[src/rtl/arm_fetch.sv]
// rtl/arm_fetch.sv - instruction fetch unit: fetch PC, imem req/ack, prefetch queue, redirect
module arm_fetch #(
    parameter logic [31:0] RESET_PC = 32'h0000_0000,
    parameter int          DEPTH    = 2
) (
    input  logic        clk,
    input  logic        rst_n,
    output logic        imem_req,
    output logic [31:0] imem_addr,
    input  logic        imem_ack,
    input  logic [31:0] imem_rdata,
    output logic [31:0] inst,
    output logic [31:0] inst_pc,
    output logic        inst_valid,
    input  logic        inst_ready,
    input  logic        pc_we,
    input  logic [31:0] pc_in
);

    typedef enum logic [1:0] {S_IDLE, S_WAIT, S_DROP} state_t;

    localparam logic [2:0] DEPTH_C  = 3'(DEPTH);
    localparam logic [1:0] LAST_PTR = 2'(DEPTH - 1);

    state_t      state_q, state_d;
    logic [31:0] pc_q, pc_d;
    logic        imem_req_q, imem_req_d;
    logic [31:0] imem_addr_q, imem_addr_d;
    logic [2:0]  count_q, count_d;
    logic [1:0]  rd_ptr_q, rd_ptr_d;
    logic [1:0]  wr_ptr_q, wr_ptr_d;
    // Storage is sized for the largest legal DEPTH so 2-bit pointers always index in range.
    logic [31:0] q_pc_q   [4];
    logic [31:0] q_pc_d   [4];
    logic [31:0] q_inst_q [4];
    logic [31:0] q_inst_d [4];

    logic fire, push, pop, space;

    function automatic logic [1:0] next_ptr(input logic [1:0] p);
        return (p == LAST_PTR) ? 2'd0 : p + 2'd1;
    endfunction

    always_comb begin
        state_d     = state_q;
        pc_d        = pc_q;
        imem_addr_d = imem_addr_q;
        count_d     = count_q;
        rd_ptr_d    = rd_ptr_q;
        wr_ptr_d    = wr_ptr_q;
        q_pc_d      = q_pc_q;
        q_inst_d    = q_inst_q;

        fire = imem_req_q && imem_ack;
        push = fire && (state_q == S_WAIT) && !pc_we;
        pop  = (count_q != 3'd0) && inst_ready && !pc_we;

        // A redirect flushes everything and voids any same-edge push or pop.
        if (pc_we) begin
            count_d  = 3'd0;
            rd_ptr_d = 2'd0;
            wr_ptr_d = 2'd0;
            pc_d     = {pc_in[31:2], 2'b00};
        end else begin
            if (push) begin
                q_pc_d[wr_ptr_q]   = pc_q;
                q_inst_d[wr_ptr_q] = imem_rdata;
                wr_ptr_d           = next_ptr(wr_ptr_q);
                pc_d               = pc_q + 32'd4;
            end
            if (pop) begin
                rd_ptr_d = next_ptr(rd_ptr_q);
            end
            count_d = count_q + {2'b00, push} - {2'b00, pop};
        end

        space = (count_d < DEPTH_C);

        case (state_q)
            S_IDLE: begin
                if (space) begin
                    state_d     = S_WAIT;
                    imem_addr_d = pc_d;
                end
            end
            S_WAIT, S_DROP: begin
                if (fire) begin
                    if (space) begin
                        state_d     = S_WAIT;
                        imem_addr_d = pc_d;
                    end else begin
                        state_d = S_IDLE;
                    end
                end else if (pc_we) begin
                    // Request already on the bus must complete; its data is thrown away.
                    state_d = S_DROP;
                end
            end
            default: state_d = S_IDLE;
        endcase

        imem_req_d = (state_d != S_IDLE);
    end

    always_ff @(posedge clk or negedge rst_n) begin
        if (!rst_n) begin
            state_q     <= S_IDLE;
            pc_q        <= {RESET_PC[31:2], 2'b00};
            imem_req_q  <= 1'b0;
            imem_addr_q <= 32'd0;
            count_q     <= 3'd0;
            rd_ptr_q    <= 2'd0;
            wr_ptr_q    <= 2'd0;
            for (int i = 0; i < 4; i++) begin
                q_pc_q[i]   <= 32'd0;
                q_inst_q[i] <= 32'd0;
            end
        end else begin
            state_q     <= state_d;
            pc_q        <= pc_d;
            imem_req_q  <= imem_req_d;
            imem_addr_q <= imem_addr_d;
            count_q     <= count_d;
            rd_ptr_q    <= rd_ptr_d;
            wr_ptr_q    <= wr_ptr_d;
            q_pc_q      <= q_pc_d;
            q_inst_q    <= q_inst_d;
        end
    end

    assign imem_req   = imem_req_q;
    assign imem_addr  = imem_addr_q;
    assign inst       = q_inst_q[rd_ptr_q];
    assign inst_pc    = q_pc_q[rd_ptr_q];
    assign inst_valid = (count_q != 3'd0);

endmodule
[config.mk]
export PLATFORM = sky130hd
export DESIGN_NAME = arm_fetch
export DESIGN_NICKNAME = d
export VERILOG_FILES = /design/src/rtl/arm_fetch.sv
export SDC_FILE = /design/constraint.sdc
export NUM_CORES = 1
export LEC_CHECK = 0
export ABC_AREA = 1
export ABC_CLOCK_PERIOD_IN_PS = 6800
export CORE_MARGIN = 3
export CORE_UTILIZATION = 35
export CTS_CLUSTER_SIZE = 40
export DETAILED_ROUTE_END_ITERATION = 7
export GPL_TIMING_DRIVEN = 0
export MAX_ROUTING_LAYER = met4
export REMOVE_ABC_BUFFERS = 1
export SYNTH_ARGS = -nofsm -noshare
export SYNTH_HDL_FRONTEND = slang
export SYNTH_SLANG_ARGS = --single-unit
[constraint.sdc]
create_clock -name clk -period 6.8 [get_ports clk]
set_input_delay 0.68 -clock clk [delete_from_list [all_inputs] [get_ports clk]]
set_output_delay 0.68 -clock clk [all_outputs]
set_load 0.005 [all_outputs]
==> run metrics <==
status finished clean; share of cells above drive strength 1 under 10%; Switching Share between 30 and 40%; DRT antenna net count 0; Storage cell area roughly 8300 µm²; maximum clock rate 165 MHz; Syn Inst Count 1752; sum of negative setup slack 0 ns; total wire length 40.9 mm; Pwr Density 401 nW/µm²; CTS Hold Bufs 0; Peak VDD IR 0.000249 V; vias about 12000; clock-pin slew on the worst setup and hold paths 0.06 ns; IO Port Bufs between 150 and 200; # H-tree levels 2; synthesis-stage register bit count 330; final setup fails 0; CP Launch Type input port; gpl congestion 0.928; first-pass GRT wire length 66.2 mm; CP Max Fanout 49; Worst EP required 7.21 ns; Post-layout nets 1933; min Tclk post-route 6.05 ns; multi-input logic area 5650 µm²; Final Hold Vio Count 0; CP Class input port to flip-flop; largest delay contributor family on the critical path buffers and inverters; DRC errors left 0; fillers 4112; CTS tree built; worst min path class input port to asynchronous set/reset pin; total gr overflow 0; asr flop ratio synth 100%; DR pass1 iterations 5; Worst EP arrival 6.46 ns; Max-slew headroom about 12%; Root Buffer clkbuf_16; Worst path max stage delay 1.35 ns; Placement Setup Slack -0.203 ns; number of synthesized flops with an enable pin 0; non-filler instance count after layout 2412; Pleak roughly 8.4 nW; IO Count ~170; area added between synthesis and finish 22.5%; initial antenna violation count 0; slowest stage cell, crit path clkdlybuf4s50_1; RSZ-0062 raised after global routing false; Post-CTS Setup Inserts 0; dominant synthesized flop cell dfrtp_1; reg-to-reg startpoint state_q[1]$_DFF_PN0_; Internal 0.00482 W; Max-Cap Viols 0; cell count of the worst reg-to-reg path 14; initial core utilization 35.8%; Avg WL per Cell around 17 µm; synthesized area ~15000 µm²; P_sw 0.00244 W; setup ws final 0.747 ns; sequential share of power 38.0%; pins over their slew limit 0; Yosys warning count 0; Worst-Skew Late Latency 0.54 ns; Total Routing Usage GR between 10% and 20%; Slew @ Worst Pin approximately 1.3 ns; HPWL Detailed 25.3 mm; largest buffer count on any clock path 3; First DRT Iteration DRCs 1138; clock sinks 330; Critical Path, Cell by Cell clkdlybuf4s50_1 > clkinv_2 > nand4_1 > ha_1 > inv_1 > ha_1 > fa_1 > nand3b_1 > nand3_1 > o21ai_1 > nor3_4 > inv_2 > nand2_1 > nand2_1; Clock power frac 26.8%; Die Width roughly 210 µm; TritonCTS Buffers 38; Netlist cell types 37; number of global-route vias before repair ~12000; post-synthesis sequential area ratio 55.9%; Buf/Inv on CP 4; placed cells 2348; standard cell core area just over 40000 µm²; Cell Rows between 70 and 80; Reg2Reg Setup Slack 2.58 ns; largest net degree at the start of global routing 114; die height 212 µm; Avg Inst Size Synth 8.44 µm²; worst r2r dst imem_addr[14]$_DFFE_PN0P_; number of vias per cell 5.06; Clock Skew 0.0163 ns; Worst setup EP type flip-flop; combinational power share about a third; die area 44700 µm²; final critical-path share of the clock period 89.0%; ANT cells 0
## state kept, by name (all words and copies together) (netlist names)
signal / count
q_inst_q: 128
q_pc_q: 128
imem_addr: 32
pc_q: 32
count_q: 3
rd_ptr_q: 2
state_q: 2
wr_ptr_q: 2
imem_req: 1
## through the flow
step,total power (W),hold slack (ns),utilization [%],cell area [µm²]
global placement,0.00533,0.461,40.1,16600
finish,0.00726,0.0389,43.8,18100
CTS,0.00736,0.0193,43.8,18100
global route,0.00779,0.0453,43.8,18100
detailed placement,0.00536,0.463,41.0,16900
floorplan,0.00394,0.384,-,14300
## cells in the final DEF, fill, tap and decap left out, drive strengths merged, types with 3 or more instances in the layout
cell type / synthesis / final
and2: 3 / 3
ha: 6 / 6
dfrtp: 330 / 330
clkbuf: 37 / 58
o21ai: 407 / 407
nor2: 167 / 167
xor2: 5 / 5
or2: 10 / 10
o211ai: 4 / 4
nor3: 5 / 6
inv: 103 / 103
o22ai: 64 / 64
nand2: 461 / 461
buf: 76 / 14
nand3: 48 / 48
a21oi: 4 / 4
clkdlybuf4s50: 0 / 163
nand4: 10 / 10
a21boi: 7 / 7
## area by class of cell
class | instances | area share [%]
clock buffers | 58 | 6.12
multi-input cells | 1207 | 31.2
repair buffers | 177 | 10.9
inverters | 103 | 2.16
well taps | 532 | 3.68
clock inverters | 5 | 0.325
flip-flops and latches | 330 | 45.7
## synthesized netlist by cell type, drive strengths merged (5+ instances only)
master,count,area (µm²)
xor2,5,43.8
clkbuf,37,139
dfrtp,330,8260
nor2,167,679
ha,6,75.1
nor3,5,41.3
o22ai,64,400
buf,76,389
or2,10,62.6
nand2,461,1750
nand4,10,62.6
a21boi,7,52.6
o21ai,407,2040
nand3,48,283
inv,103,387
## routing by layer
metal  up-vias  GRT usage, %  wire (µm)
met1      5881          25.6      19400
met2       314          30.1      19100
met3        45          2.76       1820
met4         0          4.67        595
li1       5964             -          -
met5         -             -          0
## cell families (layout without fill, tap and decap cells)
logic type	after synthesis	count (layout)	synth area share, %
and+or+nand+nor	707	708	19.7
AOI/OAI and AO/OA	487	487	17.3
DFF	330	330	55.9
buffers and inverters	216	343	6.19
adders and majority gates	7	7	0.643
xor gates and xnor gates	5	5	0.296
## worst max-delay path by stage
stage | startpoint | end | depth (start not counted)
floorplan | rd_ptr_q[0]$_DFFE_PN0P_ | inst[0] | 3
global placement | rst_n | q_pc_q[96]$_DFFE_PN0P_ | 1
detailed placement | pc_we | imem_addr[15]$_DFFE_PN0P_ | 14
CTS | pc_we | imem_addr[15]$_DFFE_PN0P_ | 14
global route | pc_we | imem_addr[11]$_DFFE_PN0P_ | 14
finish | pc_we | imem_addr[14]$_DFFE_PN0P_ | 14
## worst register-to-register path, cell delays in order (launching register included)
cell,delay (ns)
dfrtp_1,0.41
inv_1,0.10
ha_1,0.18
nand4_1,0.31
ha_1,0.44
inv_1,0.04
ha_1,0.18
fa_1,0.38
nand3b_1,0.17
nand3_1,0.11
o21ai_1,0.23
nor3_4,0.78
inv_2,0.53
nand2_1,0.17
nand2_1,0.07
## power by group through the flow
stage	sequential [W]	combinational [W]	clock [W]
3_5_place_dp	0.00278	0.00258	0
3_3_place_gp	0.00282	0.00251	0
4_1_cts	0.00276	0.00259	0.00202
6_report	0.00276	0.00255	0.00195
5_1_grt	0.00282	0.00288	0.00209
2_1_floorplan	0.00272	0.00122	0
## timing repair
item / in CTS / in global routing
hold endpoints to repair: 0 / 0
resized for setup: 0 / 1
endpoints found under the setup margin: 0 / 29
Note: power is estimated with default switching activity, not from simulation.
